===== src/rtl/color_centroid_tracker_if.sv =====
// Pixel-side inputs and mouse-side outputs of the colour centroid tracker.
// The master side drives the detector/VGA timing; the slave is the tracker.
interface color_centroid_tracker_if;
  logic       pix_valid;
  logic       vs_in;
  logic       green_hit;
  logic       red_hit;
  logic [9:0] cursor_x;
  logic [8:0] cursor_y;
  logic       present;
  logic       click;
  logic       cursor_valid;
  logic       frame_drop;

  modport master (
    output pix_valid, vs_in, green_hit, red_hit,
    input  cursor_x, cursor_y, present, click, cursor_valid, frame_drop
  );

  modport slave (
    input  pix_valid, vs_in, green_hit, red_hit,
    output cursor_x, cursor_y, present, click, cursor_valid, frame_drop
  );
endinterface


===== src/rtl/color_centroid_tracker.sv =====
// Accumulates green-hit coordinates per frame and divides out the blob centroid
// during vertical blanking; red-hit count drives the click flag.
module color_centroid_tracker #(
  parameter int unsigned H_ACTIVE    = 640,
  parameter int unsigned V_ACTIVE    = 480,
  parameter int unsigned HIT_LATENCY = 2,
  parameter int unsigned MIN_PIXELS  = 16,
  parameter int unsigned CLICK_MIN   = 64,
  parameter int unsigned DIV_BITS    = 28
) (
  input  logic                     clk_in,
  input  logic                     rst_in,
  color_centroid_tracker_if.slave  bus
);

  localparam int unsigned XW = 10;
  localparam int unsigned YW = 9;
  localparam int unsigned RW = 19;
  localparam int unsigned SW = DIV_BITS + 1;
  localparam int unsigned IW = $clog2(DIV_BITS);

  localparam logic [1:0] ST_ACCUM  = 2'd0;
  localparam logic [1:0] ST_DIVIDE = 2'd1;
  localparam logic [1:0] ST_DONE   = 2'd2;

  logic [1:0]             r_state;
  logic [1:0]             w_state_nxt;
  logic [HIT_LATENCY-1:0] r_pv_dly;
  logic                   r_vs_q;
  logic [XW-1:0]          r_x;
  logic [YW-1:0]          r_y;
  logic                   r_end;
  logic [DIV_BITS-1:0]    r_sum_x, r_sum_y, r_g_cnt;
  logic [RW-1:0]          r_r_cnt;
  logic [IW-1:0]          r_iter;
  logic [DIV_BITS-1:0]    r_div_g, r_q_x, r_q_y, r_rem_x, r_rem_y;
  logic [RW-1:0]          r_r_snap;
  logic [XW-1:0]          r_cursor_x;
  logic [YW-1:0]          r_cursor_y;
  logic                   r_present, r_click, r_cursor_valid, r_frame_drop;

  logic                   w_dv, w_frame_end, w_x_last, w_y_last, w_div_last;
  logic [SW-1:0]          w_sum_x_add, w_sum_y_add;
  logic [SW-1:0]          w_x_sh, w_y_sh, w_x_sub, w_y_sub;
  logic                   w_x_ge, w_y_ge;

  assign w_dv        = r_pv_dly[HIT_LATENCY-1] & ~r_end;
  assign w_frame_end = r_vs_q & ~bus.vs_in;
  assign w_x_last    = (r_x == XW'(H_ACTIVE - 1));
  assign w_y_last    = (r_y == YW'(V_ACTIVE - 1));
  assign w_div_last  = (r_iter == IW'(DIV_BITS - 1));

  assign w_sum_x_add = {1'b0, r_sum_x} + SW'(r_x);
  assign w_sum_y_add = {1'b0, r_sum_y} + SW'(r_y);

  // One restoring-division step per cycle for both axes, shared divisor.
  assign w_x_sh  = {r_rem_x, r_q_x[DIV_BITS-1]};
  assign w_y_sh  = {r_rem_y, r_q_y[DIV_BITS-1]};
  assign w_x_ge  = (w_x_sh >= {1'b0, r_div_g});
  assign w_y_ge  = (w_y_sh >= {1'b0, r_div_g});
  assign w_x_sub = w_x_sh - {1'b0, r_div_g};
  assign w_y_sub = w_y_sh - {1'b0, r_div_g};

  assign bus.cursor_x     = r_cursor_x;
  assign bus.cursor_y     = r_cursor_y;
  assign bus.present      = r_present;
  assign bus.click        = r_click;
  assign bus.cursor_valid = r_cursor_valid;
  assign bus.frame_drop   = r_frame_drop;

  always_ff @(posedge clk_in or posedge rst_in) begin
    if (rst_in) r_state <= ST_ACCUM;
    else        r_state <= w_state_nxt;
  end

  always_comb begin
    w_state_nxt = r_state;
    case (r_state)
      ST_ACCUM:  if (w_frame_end) w_state_nxt = ST_DIVIDE;
      ST_DIVIDE: if (w_div_last)  w_state_nxt = ST_DONE;
      ST_DONE:   w_state_nxt = ST_ACCUM;
      default:   w_state_nxt = ST_ACCUM;
    endcase
  end

  // Pixel strobe alignment, raster position and per-frame accumulation.
  always_ff @(posedge clk_in or posedge rst_in) begin
    if (rst_in) begin
      r_vs_q   <= 1'b1;
      r_pv_dly <= '0;
      r_x      <= '0;
      r_y      <= '0;
      r_end    <= 1'b0;
      r_sum_x  <= '0;
      r_sum_y  <= '0;
      r_g_cnt  <= '0;
      r_r_cnt  <= '0;
    end else begin
      r_vs_q <= bus.vs_in;
      if (w_frame_end) begin
        r_pv_dly <= '0;
        r_x      <= '0;
        r_y      <= '0;
        r_end    <= 1'b0;
        r_sum_x  <= '0;
        r_sum_y  <= '0;
        r_g_cnt  <= '0;
        r_r_cnt  <= '0;
      end else begin
        r_pv_dly[0] <= bus.pix_valid;
        for (int i = 1; i < int'(HIT_LATENCY); i++) r_pv_dly[i] <= r_pv_dly[i-1];
        if (w_dv) begin
          if (bus.green_hit) begin
            r_sum_x <= w_sum_x_add[DIV_BITS] ? '1 : w_sum_x_add[DIV_BITS-1:0];
            r_sum_y <= w_sum_y_add[DIV_BITS] ? '1 : w_sum_y_add[DIV_BITS-1:0];
            if (r_g_cnt != '1) r_g_cnt <= r_g_cnt + 1'b1;
          end
          if (bus.red_hit && r_r_cnt != '1) r_r_cnt <= r_r_cnt + 1'b1;
          if (!w_x_last) begin
            r_x <= r_x + 1'b1;
          end else if (w_y_last) begin
            r_end <= 1'b1;
          end else begin
            r_x <= '0;
            r_y <= r_y + 1'b1;
          end
        end
      end
    end
  end

  // Snapshot, serial divide and output publication.
  always_ff @(posedge clk_in or posedge rst_in) begin
    if (rst_in) begin
      r_iter         <= '0;
      r_div_g        <= '0;
      r_q_x          <= '0;
      r_q_y          <= '0;
      r_rem_x        <= '0;
      r_rem_y        <= '0;
      r_r_snap       <= '0;
      r_cursor_x     <= '0;
      r_cursor_y     <= '0;
      r_present      <= 1'b0;
      r_click        <= 1'b0;
      r_cursor_valid <= 1'b0;
      r_frame_drop   <= 1'b0;
    end else begin
      r_cursor_valid <= 1'b0;
      r_frame_drop   <= 1'b0;
      case (r_state)
        ST_ACCUM: begin
          if (w_frame_end) begin
            r_q_x    <= r_sum_x;
            r_q_y    <= r_sum_y;
            r_div_g  <= r_g_cnt;
            r_r_snap <= r_r_cnt;
            r_rem_x  <= '0;
            r_rem_y  <= '0;
            r_iter   <= '0;
          end
        end
        ST_DIVIDE: begin
          r_frame_drop <= w_frame_end;
          r_rem_x <= DIV_BITS'(w_x_ge ? w_x_sub : w_x_sh);
          r_rem_y <= DIV_BITS'(w_y_ge ? w_y_sub : w_y_sh);
          r_q_x   <= {r_q_x[DIV_BITS-2:0], w_x_ge};
          r_q_y   <= {r_q_y[DIV_BITS-2:0], w_y_ge};
          r_iter  <= r_iter + 1'b1;
        end
        ST_DONE: begin
          r_frame_drop   <= w_frame_end;
          r_cursor_valid <= 1'b1;
          r_click        <= (r_r_snap >= RW'(CLICK_MIN));
          if (r_div_g >= DIV_BITS'(MIN_PIXELS)) begin
            r_present  <= 1'b1;
            r_cursor_x <= XW'(r_q_x);
            r_cursor_y <= YW'(r_q_y);
          end else begin
            r_present  <= 1'b0;
          end
        end
        default: ;
      endcase
    end
  end

endmodule

===== src/flat_wrapper.sv =====
// flat-port wrapper written by rule: the top's interface ports become plain ports
module color_centroid_tracker_flat 
#(
  parameter int unsigned H_ACTIVE    = 640,
  parameter int unsigned V_ACTIVE    = 480,
  parameter int unsigned HIT_LATENCY = 2,
  parameter int unsigned MIN_PIXELS  = 16,
  parameter int unsigned CLICK_MIN   = 64,
  parameter int unsigned DIV_BITS    = 28
)
  (clk_in, rst_in, bus_pix_valid, bus_vs_in, bus_green_hit, bus_red_hit, bus_cursor_x, bus_cursor_y, bus_present, bus_click, bus_cursor_valid, bus_frame_drop);
  color_centroid_tracker_if bus_i ();
  input  logic clk_in;
  input  logic rst_in;
  input wire logic [$bits(bus_i.pix_valid)-1:0] bus_pix_valid;
  input wire logic [$bits(bus_i.vs_in)-1:0] bus_vs_in;
  input wire logic [$bits(bus_i.green_hit)-1:0] bus_green_hit;
  input wire logic [$bits(bus_i.red_hit)-1:0] bus_red_hit;
  output wire logic [$bits(bus_i.cursor_x)-1:0] bus_cursor_x;
  output wire logic [$bits(bus_i.cursor_y)-1:0] bus_cursor_y;
  output wire logic [$bits(bus_i.present)-1:0] bus_present;
  output wire logic [$bits(bus_i.click)-1:0] bus_click;
  output wire logic [$bits(bus_i.cursor_valid)-1:0] bus_cursor_valid;
  output wire logic [$bits(bus_i.frame_drop)-1:0] bus_frame_drop;
  assign bus_i.pix_valid = bus_pix_valid;
  assign bus_i.vs_in = bus_vs_in;
  assign bus_i.green_hit = bus_green_hit;
  assign bus_i.red_hit = bus_red_hit;
  assign bus_cursor_x = bus_i.cursor_x;
  assign bus_cursor_y = bus_i.cursor_y;
  assign bus_present = bus_i.present;
  assign bus_click = bus_i.click;
  assign bus_cursor_valid = bus_i.cursor_valid;
  assign bus_frame_drop = bus_i.frame_drop;
  color_centroid_tracker #(.H_ACTIVE(H_ACTIVE), .V_ACTIVE(V_ACTIVE), .HIT_LATENCY(HIT_LATENCY), .MIN_PIXELS(MIN_PIXELS), .CLICK_MIN(CLICK_MIN), .DIV_BITS(DIV_BITS)) u_core (.clk_in(clk_in), .rst_in(rst_in), .bus(bus_i));
endmodule

===== config.mk =====
export PLATFORM = sky130hd
export DESIGN_NAME = color_centroid_tracker_flat
export DESIGN_NICKNAME = d
export VERILOG_FILES = /design/src/rtl/color_centroid_tracker_if.sv /design/src/rtl/color_centroid_tracker.sv /design/src/flat_wrapper.sv
export SDC_FILE = /design/constraint.sdc
export NUM_CORES = 1
export LEC_CHECK = 0
export CAP_MARGIN = 20
export CELL_PAD_IN_SITES_DETAIL_PLACEMENT = 1
export CELL_PAD_IN_SITES_GLOBAL_PLACEMENT = 1
export CORE_ASPECT_RATIO = 1.1
export CORE_MARGIN = 2
export CORE_UTILIZATION = 50
export CTS_CLUSTER_DIAMETER = 200
export DETAILED_ROUTE_END_ITERATION = 8
export PLACE_DENSITY = 0.87
export RECOVER_POWER = 100
export SYNTH_ARGS = -nofsm -noshare
export SYNTH_HDL_FRONTEND = slang
export SYNTH_SLANG_ARGS = --single-unit

===== constraint.sdc =====
create_clock -name clk_in -period 23.6 [get_ports clk_in]
set_input_delay 5.9 -clock clk_in [delete_from_list [all_inputs] [get_ports clk_in]]
set_output_delay 5.9 -clock clk_in [all_outputs]
set_load 0.01 [all_outputs]

==> results of run 1 <==
-- state kept, by name, indices dropped and copies added (netlist names), 2 cells and up --
| signal | cells |
|---|---|
| u_core.r_div_g | 28 |
| u_core.r_g_cnt | 28 |
| u_core.r_q_x | 28 |
| u_core.r_q_y | 28 |
| u_core.r_rem_x | 28 |
| u_core.r_rem_y | 28 |
| u_core.r_sum_x | 28 |
| u_core.r_sum_y | 28 |
| u_core.r_r_cnt | 19 |
| u_core.r_r_snap | 13 |
| u_core.bus.cursor_x | 10 |
| u_core.r_x | 10 |
| u_core.bus.cursor_y | 9 |
| u_core.r_y | 9 |
| u_core.r_iter | 5 |
| u_core.r_pv_dly | 2 |
| u_core.r_state | 2 |
-- worst reg2reg max path: stages, from the launching register on --
cell and delay, ps:
dfrtp_1 420, inv_1 100, ha_1 350, nand2_2 110, clkbuf_1 1870, o21a_1 2020
clkbuf_1 2790, o21ai_0 530
-- metal layers --
| metal | GRT usage | up-vias | share of wire |
|---|---|---|---|
| met1 | 0.333 | 7527 | 0.41 |
| met2 | 0.505 | 301 | 0.52 |
| met5 | 0 | - | 0 |
| li1 | - | 6786 | - |
| met4 | 0.122 | 0 | 0.043 |
| met3 | 0.0355 | 134 | 0.033 |
-- layout make-up --
type                            instances  area [µm²]  area share
Tap cell                              444         556      0.0286
Clock buffer                           47        1000      0.0515
Inverter                               63         238      0.0122
Clock inverter                         16         126     0.00650
Multi-Input combinational cell       1434        9400       0.484
Timing Repair Buffer                   42         384      0.0198
Sequential cell                       309        7730       0.398
-- cells in the final DEF, fill, tap and decap left out, types with 18 or more instances in the layout --
cell           netlist  routed
ha_1                83      82
nand4_1             31      31
clkbuf_16            0      36
mux2_2              53      53
a31oi_1             34      34
o21ai_0            185     185
dfrtp_1            308     308
and3_1              22      22
dlygate4sd3_1        0      25
inv_1               63      62
nor2_1             152     152
or3_1               25      25
xnor2_1             43      43
nand3_1             43      43
mux2i_1             84      84
o211ai_1            18      18
a21oi_1             90      89
nand2_1            228     227
nor3_1              50      50
xor2_1              59      59
a21o_1              25      25
-- logic make-up (layout without fill, tap and decap cells) --
| kind of cell | count (synthesis) | after routing |
|---|---|---|
| buffers and inverters | 155 | 168 |
| flip-flops | 309 | 309 |
| AO/OA/AOI/OAI | 479 | 479 |
| multiplexers | 137 | 137 |
| XOR/XNOR | 102 | 102 |
| AND/OR/NAND/NOR | 629 | 629 |
| adder cells (fa/ha/maj) | 87 | 87 |
-- per-stage QoR --
step	cell area (µm²)	instances	hold slack, ps	utilization	power [µW]
finish	19400	2355	479	0.555	2160
global route	19400	2355	514	0.555	2300
CTS	19500	2354	483	0.556	2160
detailed placement	18400	2291	440	0.524	1600
global placement	18400	2291	436	0.524	1540
floorplan	17700	1898	428	-	1370
-- synth_stat cells (all sizes together) (4+ instances only) --
master   number  area share
a221o        11      0.0062
a32o          8      0.0045
o31ai         7      0.0030
inv          63       0.013
a21oi        91       0.026
and4         13      0.0064
or3          25      0.0088
ha           83       0.059
and3         22      0.0078
o211ai       18      0.0076
a21o         25       0.011
nand2b        9      0.0032
o221a         4      0.0025
xnor2        43       0.021
clkbuf       77       0.016
nor3         52       0.015
nor2        152       0.032
o31a          6      0.0030
a211oi       11      0.0047
o21bai       14      0.0061
nand2       228       0.048
nand4        32       0.012
mux2         53       0.034
dfrtp       308        0.43
or2           5      0.0019
mux2i        84       0.047
a31oi        35       0.013
nor4         13      0.0046
nor2b        13      0.0046
xor2         59       0.029
fa            4      0.0045
o21ai       192       0.054
nand3        43       0.012
a2111oi       5      0.0025
and2         13      0.0046
buf          15      0.0044
o21a         15      0.0064
-- where the power goes --
| group | switching, µW | internal [µW] |
|---|---|---|
| Combinational | 581 | 377 |
| Clock | 233 | 312 |
| Sequential | 64.2 | 597 |
| Total | 878 | 1290 |
-- worst paths after layout --
path | from | endpoint | slack [ps]
worst max-delay path | bus_vs_in | u_core.r_q_y[13] | 9980
worst min-delay path | u_core.r_r_snap[12] | u_core.r_r_snap[12] | 480
worst max register to register | u_core.r_state[0] | u_core.r_q_y[13] | 15090
worst min register to register | u_core.r_r_snap[12] | u_core.r_r_snap[12] | 480
max in group asynchronous | rst_in | u_core.r_sum_y[6] | 11800
min in group asynchronous | rst_in | u_core.r_rem_y[22] | 7180
==> impl_metrics.json, run 1 <==
{
  "htreeDepth": 2,
  "fmax_mhz": 73.4,
  "drt-total-wl_um": 51000,
  "ys_seq_area_frac": 0.436,
  "drc": 0,
  "cp_cell_sequence": "dlygate4sd3_1 > nor2b_1 > nand2_2 > clkbuf_1 > o21a_1 > clkbuf_1 > o21ai_0",
  "relSlewSlack": -2.06,
  "fin_setup_tns_ps": 0,
  "syn_avg_cell_area_um2": 9.34,
  "place.gp.congestion": 0.887,
  "grtUsageTotal": 0.280,
  "synthDistinctLibCells": 75,
  "preCtsSetupSlack_ps": 14370,
  "arrival_ps": 13850,
  "area_growth_pct": 9.70,
  "worstPathRequired_ps": 23830,
  "place_hpwl_um": 33100,
  "end_kind": "flip-flop",
  "min_path_cells": 2,
  "cp.depth": 7,
  "drtAntennaViolNets": 0,
  "clk_pin_slew_ps": 60,
  "path_buf_inv": 3,
  "synth_seq_cells": 309,
  "vias": 14700,
  "setup.worst_path.class": "in2reg",
  "slew_violations": 523,
  "antenna_found_initial": 0,
  "crit_slowest_cell": "clkbuf_1",
  "crit_path_start_kind": "input pin",
  "maxCapViolations": 7,
  "cp_slowest_stage_delay_ps": 2790,
  "synthCells": 1898,
  "synthSimpleGateAreaFrac": 0.165,
  "hold_buffers": 0,
  "top_level_ports": 29,
  "drive_above_1_share": 0.0738,
  "timing_hold_violations_final": 0,
  "post_cts_buffers": 0,
  "die_w_um": 184,
  "synth.mux.area_fraction": 0.0811,
  "synth_top_family_by_area": "compound AO/OA/AOI/OAI gates",
  "async_flop_share": 1.00,
  "n_fill_cell": 3909,
  "firstDrtPassIters": 5,
  "routedWlPerCell_um": 21.6,
  "synth_xor_area_frac": 0.0504,
  "tightest_slew_ps": 4600,
  "p_per_area_nw_per_um2": 111,
  "cts.path.max_buffers": 3,
  "drtIter0Drc": 888,
  "cts_tree": "built",
  "clk_latency_ps": 540,
  "violations": "capacitance limit, slew limit",
  "cts_buffers": 36,
  "setup_viol": 0,
  "num_antenna_cells": 0,
  "status": "finished with violations",
  "setup_ws_ps": 9980,
  "min_path_type": "reg2reg",
  "die_y_um": 201,
  "synth_nets": 1991,
  "cts.repair.resized": 0,
  "portBuffers": 28,
  "cts.sinks": 309,
  "drt-vias-per-instance": 6.26,
  "die_area_um2": 37000,
  "core_um2": 35000,
  "crit_fanout": 93,
  "crit_family": "buffers and inverters",
  "rsz0062_at_grt": "no",
  "synth-warning-count": 0,
  "fin_nets": 1979,
  "rows": 72,
  "grt_pass1_wl_um": 84000,
  "syn-cell-area_um2": 17700,
  "grt_pass1_vias": 16000,
  "synth-edff-count": 0,
  "reg2reg_depth": 7,
  "fin_crit_ps": 13620,
  "initial_core_util": 0.506,
  "leakage_uw": 0.00877,
  "root_buffer": "clkbuf_16",
  "ir_drop_mv": 0.0637,
  "finClkSkew_ps": 12.8,
  "period_share": 0.577,
  "grt_max_degree": 150,
  "crit_top_cell": "clkbuf_1",
  "synth_compound_area_frac": 0.170,
  "grt_overflow_total": 0,
  "synthAdderAreaFrac": 0.0631,
  "synth_ff_type": "dfrtp_1"
}
Note: power is estimated with default switching activity, not from simulation.
==> run 2: changes to the inputs <==
--- a/config.mk
+++ b/config.mk
@@ -10,10 +10,10 @@
 export CELL_PAD_IN_SITES_GLOBAL_PLACEMENT = 1
 export CORE_ASPECT_RATIO = 1.1
 export CORE_MARGIN = 2
-export CORE_UTILIZATION = 50
+export CORE_UTILIZATION = 45
 export CTS_CLUSTER_DIAMETER = 200
 export DETAILED_ROUTE_END_ITERATION = 8
-export PLACE_DENSITY = 0.87
+export PLACE_DENSITY = 0.83
 export RECOVER_POWER = 100
 export SYNTH_ARGS = -nofsm -noshare
 export SYNTH_HDL_FRONTEND = slang
==> constraint.sdc (replaced) <==
create_clock -name clk_in -period 12.2 [get_ports clk_in]
set_input_delay 3.05 -clock clk_in [delete_from_list [all_inputs] [get_ports clk_in]]
set_output_delay 3.05 -clock clk_in [all_outputs]
set_load 0.01 [all_outputs]
==> impl_metrics.json, run 2 (synthesis gave the netlist of run 1 again) <==
{
  "rsz0062_at_grt": "no",
  "power_frac_seq": 0.304,
  "fin_nets": 1983,
  "die_w_um": 193,
  "place.gp.congestion": 0.870,
  "cp_slowest_stage_delay_ps": 1690,
  "crit_top_cell": "clkbuf_1",
  "crit_slowest_cell": "clkbuf_1",
  "clk_latency_ps": 560,
  "setup_ws_ps": 3850,
  "initial_core_util": 0.455,
  "final_common_cell": "dfrtp_1",
  "drt-vias-per-instance": 5.96,
  "maxCapViolations": 9,
  "final_cell_mix": "308 x dfrtp_1, 228 x nand2_1, 185 x o21ai_0",
  "drtAntennaViolNets": 0,
  "grtUsageTotal": 0.240,
  "finClkSkew_ps": 16.9,
  "end_kind": "flip-flop",
  "rows": 76,
  "preCtsSetupSlack_ps": 5540,
  "setup.worst_path.class": "in2reg",
  "status": "finished with violations",
  "drive_above_1_share": 0.0705,
  "crit_path_start_kind": "input pin",
  "intPower_uw": 2540,
  "grt_pass1_wl_um": 81000,
  "area_growth_pct": 10.5,
  "multi_input_area_um2": 9410,
  "worstPathRequired_ps": 12670,
  "r2r_slack_ps": 6420,
  "grt_max_degree": 108,
  "violations": "capacitance limit, slew limit",
  "cts.repair.resized": 0,
  "antenna_found_initial": 0,
  "cts.sinks": 309,
  "place_hpwl_um": 32500,
  "core_um2": 39000,
  "die_area_um2": 41000,
  "firstDrtPassIters": 4,
  "tightest_slew_ps": 5140,
  "crit_fanout": 47,
  "p_sw_uw": 1670,
  "arrival_ps": 8820,
  "path_buf_inv": 3,
  "p_per_area_nw_per_um2": 215,
  "top_level_ports": 29,
  "n_fill_cell": 4436,
  "drt-total-wl_um": 48700,
  "portBuffers": 28,
  "period_share": 0.685,
  "num_antenna_cells": 0,
  "p_clk_frac": 0.262,
  "fmax_mhz": 120,
  "htreeDepth": 2,
  "relSlewSlack": -2.43,
  "min_path_type": "reg2reg",
  "timing.hold.ws_ps": 452,
  "fin_crit_ps": 8350,
  "die_y_um": 212,
  "clk_pin_slew_ps": 60,
  "sw_frac_of_total": 0.396,
  "timing_hold_violations_final": 0,
  "grt_overflow_total": 0,
  "pwr-share-comb": 0.434,
  "fin_setup_tns_ps": 0,
  "drtIter0Drc": 731,
  "seqCellArea_um2": 7730,
  "cp_cell_sequence": "dlygate4sd3_1 > nor2b_4 > clkbuf_1 > clkbuf_1 > o2111ai_1 > or2_4 > nor4_1 > mux2i_1",
  "grt_pass1_vias": 15700,
  "routedWlPerCell_um": 20.1,
  "cts_tree": "built",
  "post_cts_buffers": 0,
  "cts.path.max_buffers": 3,
  "hold_buffers": 0,
  "drc": 0,
  "vias": 14400,
  "ir_drop_mv": 0.114,
  "slew_violations": 459,
  "crit_family": "buffers and inverters",
  "setup_viol": 0,
  "leakage_uw": 0.00880,
  "root_buffer": "clkbuf_16",
  "cts_buffers": 37
}
## run 2: changes by cell type in the layout (fill, tap and decap cells not counted), moves of 2 or more
cell / before / now
clkinv_2: 11 / 4
clkbuf_1: 12 / 21
clkbuf_16: 36 / 38
inv_6: 2 / 0
buf_4: 5 / 7
## run 2: path summary, 6_finish.rpt
path,startpoint,end,cells after the start
max reg2reg,u_core.r_vs_q,u_core.r_g_cnt[27],7
min in group asynchronous,rst_in,u_core.r_rem_y[23],2
max in group asynchronous,rst_in,u_core.r_div_g[13],3
max,bus_vs_in,u_core.r_g_cnt[27],8
min,u_core.r_pv_dly[0],u_core.r_pv_dly[1],1
min reg2reg,u_core.r_pv_dly[0],u_core.r_pv_dly[1],1
## run 2: per-stage QoR
stage	power [µW]	cells	utilization	cell area, µm²
final	4200	2422	0.502	19600
after global routing	4490	2422	0.502	19600
after CTS	4210	2418	0.503	19600
after detailed placement	3080	2354	0.473	18400
after global placement	2980	2354	0.473	18400
after floorplan	2650	1898	-	17700
## run 2: power groups by stage
stage	registers [µW]	logic, µW	clock network (µW)
finish	1280	1820	1100
global route	1300	2020	1170
CTS	1280	1810	1130
detailed placement	1290	1780	0
global placement	1280	1700	0
floorplan	1250	1400	0
## run 2: routing by layer
metal / vias up / part of all wire / global-route usage
met5: - / 0 / 0
met4: 0 / 0.032 / 0.0979
met3: 78 / 0.027 / 0.0293
met2: 201 / 0.51 / 0.433
met1: 7372 / 0.43 / 0.292
li1: 6789 / - / -
## run 2: layout make-up
class | instances | share of cell area
flip-flops and latches | 309 | 0.395
clock buffers | 57 | 0.0558
clock inverters | 7 | 0.00492
multi-input cells | 1434 | 0.480
repair buffers | 45 | 0.0197
inverters | 63 | 0.0121
well taps | 507 | 0.0324
==> run 3: changes to the inputs <==
==> constraint.sdc (replaced) <==
create_clock -name clk_in -period 7.6 [get_ports clk_in]
set_input_delay 1.9 -clock clk_in [delete_from_list [all_inputs] [get_ports clk_in]]
set_output_delay 1.9 -clock clk_in [all_outputs]
set_load 0.01 [all_outputs]
==> impl_metrics.json, run 3 (synthesis gave the netlist of run 1 again) <==
{
  "status": "finished with violations",
  "violations": "capacitance limit, slew limit",
  "num_antenna_cells": 0,
  "fin_setup_tns_ps": 0,
  "slew_violations": 130,
  "maxCapViolations": 3,
  "cp_cell_sequence": "dlygate4sd3_1 > nor2b_4 > clkbuf_1 > o2111ai_1 > or2_0 > or3_1 > a21oi_1",
  "crit_family": "buffers and inverters",
  "cp_slowest_stage_delay_ps": 1570,
  "drt-total-wl_um": 49100,
  "setup.worst_path.class": "in2reg",
  "cts_tree": "built",
  "drtAntennaViolNets": 0,
  "p_per_area_nw_per_um2": 351,
  "arrival_ps": 6050,
  "cts.path.max_buffers": 3,
  "grt_pass1_wl_um": 81000,
  "n_fill_cell": 4378,
  "grt_max_degree": 162,
  "grt_pass1_vias": 15400,
  "post_cts_buffers": 0,
  "p_clk_frac": 0.284,
  "crit_path_start_kind": "input pin",
  "clk_pin_slew_ps": 60,
  "core_um2": 39000,
  "vias": 14400,
  "min_path_type": "reg2reg",
  "die_w_um": 193,
  "seqCellArea_um2": 7730,
  "rsz0062_at_grt": "no",
  "intPower_uw": 4240,
  "sw_frac_of_total": 0.389,
  "routedWlPerCell_um": 20.3,
  "root_buffer": "clkbuf_16",
  "pwr-share-comb": 0.421,
  "timing_hold_violations_final": 0,
  "leakage_uw": 0.00890,
  "drtIter0Drc": 731,
  "clk_latency_ps": 560,
  "multi_input_area_um2": 9410,
  "relSlewSlack": -0.472,
  "drc": 0,
  "crit_fanout": 43,
  "firstDrtPassIters": 5,
  "top_level_ports": 29,
  "cts_buffers": 37,
  "grtUsageTotal": 0.241,
  "die_area_um2": 41000,
  "worstPathRequired_ps": 8030,
  "htreeDepth": 2,
  "period_share": 0.739,
  "cts.sinks": 309,
  "end_kind": "flip-flop",
  "rows": 76,
  "die_y_um": 212,
  "drt-vias-per-instance": 5.95,
  "area_growth_pct": 11.7,
  "hold_buffers": 0,
  "final_cells": 2423,
  "path_buf_inv": 2,
  "ir_drop_mv": 0.238,
  "final_common_cell": "dfrtp_1",
  "setup_ws_ps": 1980,
  "setup_viol": 0,
  "dp.cells": 2354,
  "final_cell_mix": "308 x dfrtp_1, 228 x nand2_1, 185 x o21ai_0",
  "place.gp.congestion": 0.862,
  "tightest_slew_ps": 2210,
  "initial_core_util": 0.455,
  "fmax_mhz": 178,
  "grt_overflow_total": 0,
  "power_frac_seq": 0.295,
  "preCtsSetupSlack_ps": 2520,
  "place_hpwl_um": 32600,
  "drive_above_1_share": 0.0793,
  "fin_crit_ps": 5620,
  "finClkSkew_ps": 16.8,
  "p_sw_uw": 2700,
  "antenna_found_initial": 1,
  "portBuffers": 28,
  "cts.repair.resized": 0,
  "fin_nets": 1982,
  "crit_slowest_cell": "clkbuf_1"
}
[run 3: cell types whose count changed in the layout (fill, tap and decap cells not counted), moves of 2 or more]
cell	change
clkbuf_1	-16
inv_6	+2
clkinvlp_4	+3
bufinv_16	+6
clkinv_2	+3
buf_12	+3
clkbuf_8	-2
[run 3: worst paths after layout]
kind	startpoint	end	cells past startpoint	slack (ps)
max	bus_vs_in	u_core.r_g_cnt[15]	7	1980
max reg2reg	u_core.r_state[0]	u_core.r_rem_y[23]	9	3340
max in group asynchronous	rst_in	u_core.r_sum_x[16]	3	4720
min	u_core.r_pv_dly[0]	u_core.r_pv_dly[1]	1	470
min reg2reg	u_core.r_pv_dly[0]	u_core.r_pv_dly[1]	1	470
min in group asynchronous	rst_in	u_core.r_rem_y[27]	3	2040
[run 3: power by group through the flow]
stage | clock [µW] | combinational (µW) | sequential [µW]
6_report | 1970 | 2930 | 2050
3_3_place_gp | 0 | 2720 | 2060
3_5_place_dp | 0 | 2850 | 2070
2_1_floorplan | 0 | 2250 | 2000
5_1_grt | 2080 | 3260 | 2070
4_1_cts | 2010 | 2890 | 2040
[run 3: area by class of cell]
cell class	count	area share
multi-input cells	1434	0.475
flip-flops and latches	309	0.391
clock buffers	44	0.0506
well taps	507	0.0320
repair buffers	44	0.0226
clock inverters	22	0.0169
inverters	63	0.0120
[run 3: metrics by stage]
stage / hold slack [ps] / utilization / instance area (µm²) / total power (µW)
after CTS: 471 / 0.508 / 19800 / 6950
after global routing: 475 / 0.508 / 19800 / 7410
after detailed placement: 466 / 0.473 / 18500 / 4920
final: 467 / 0.508 / 19800 / 6940
after global placement: 436 / 0.473 / 18500 / 4770
after floorplan: 428 / - / 17700 / 4250
[run 3: metal layers]
metal  track usage  part of all wire  vias to the layer above
met5             0           0.00018                        -
met3        0.0360             0.029                       99
met2         0.439              0.51                      195
met4        0.0953             0.035                        2
met1         0.287              0.42                     7343
li1              -                 -                     6776
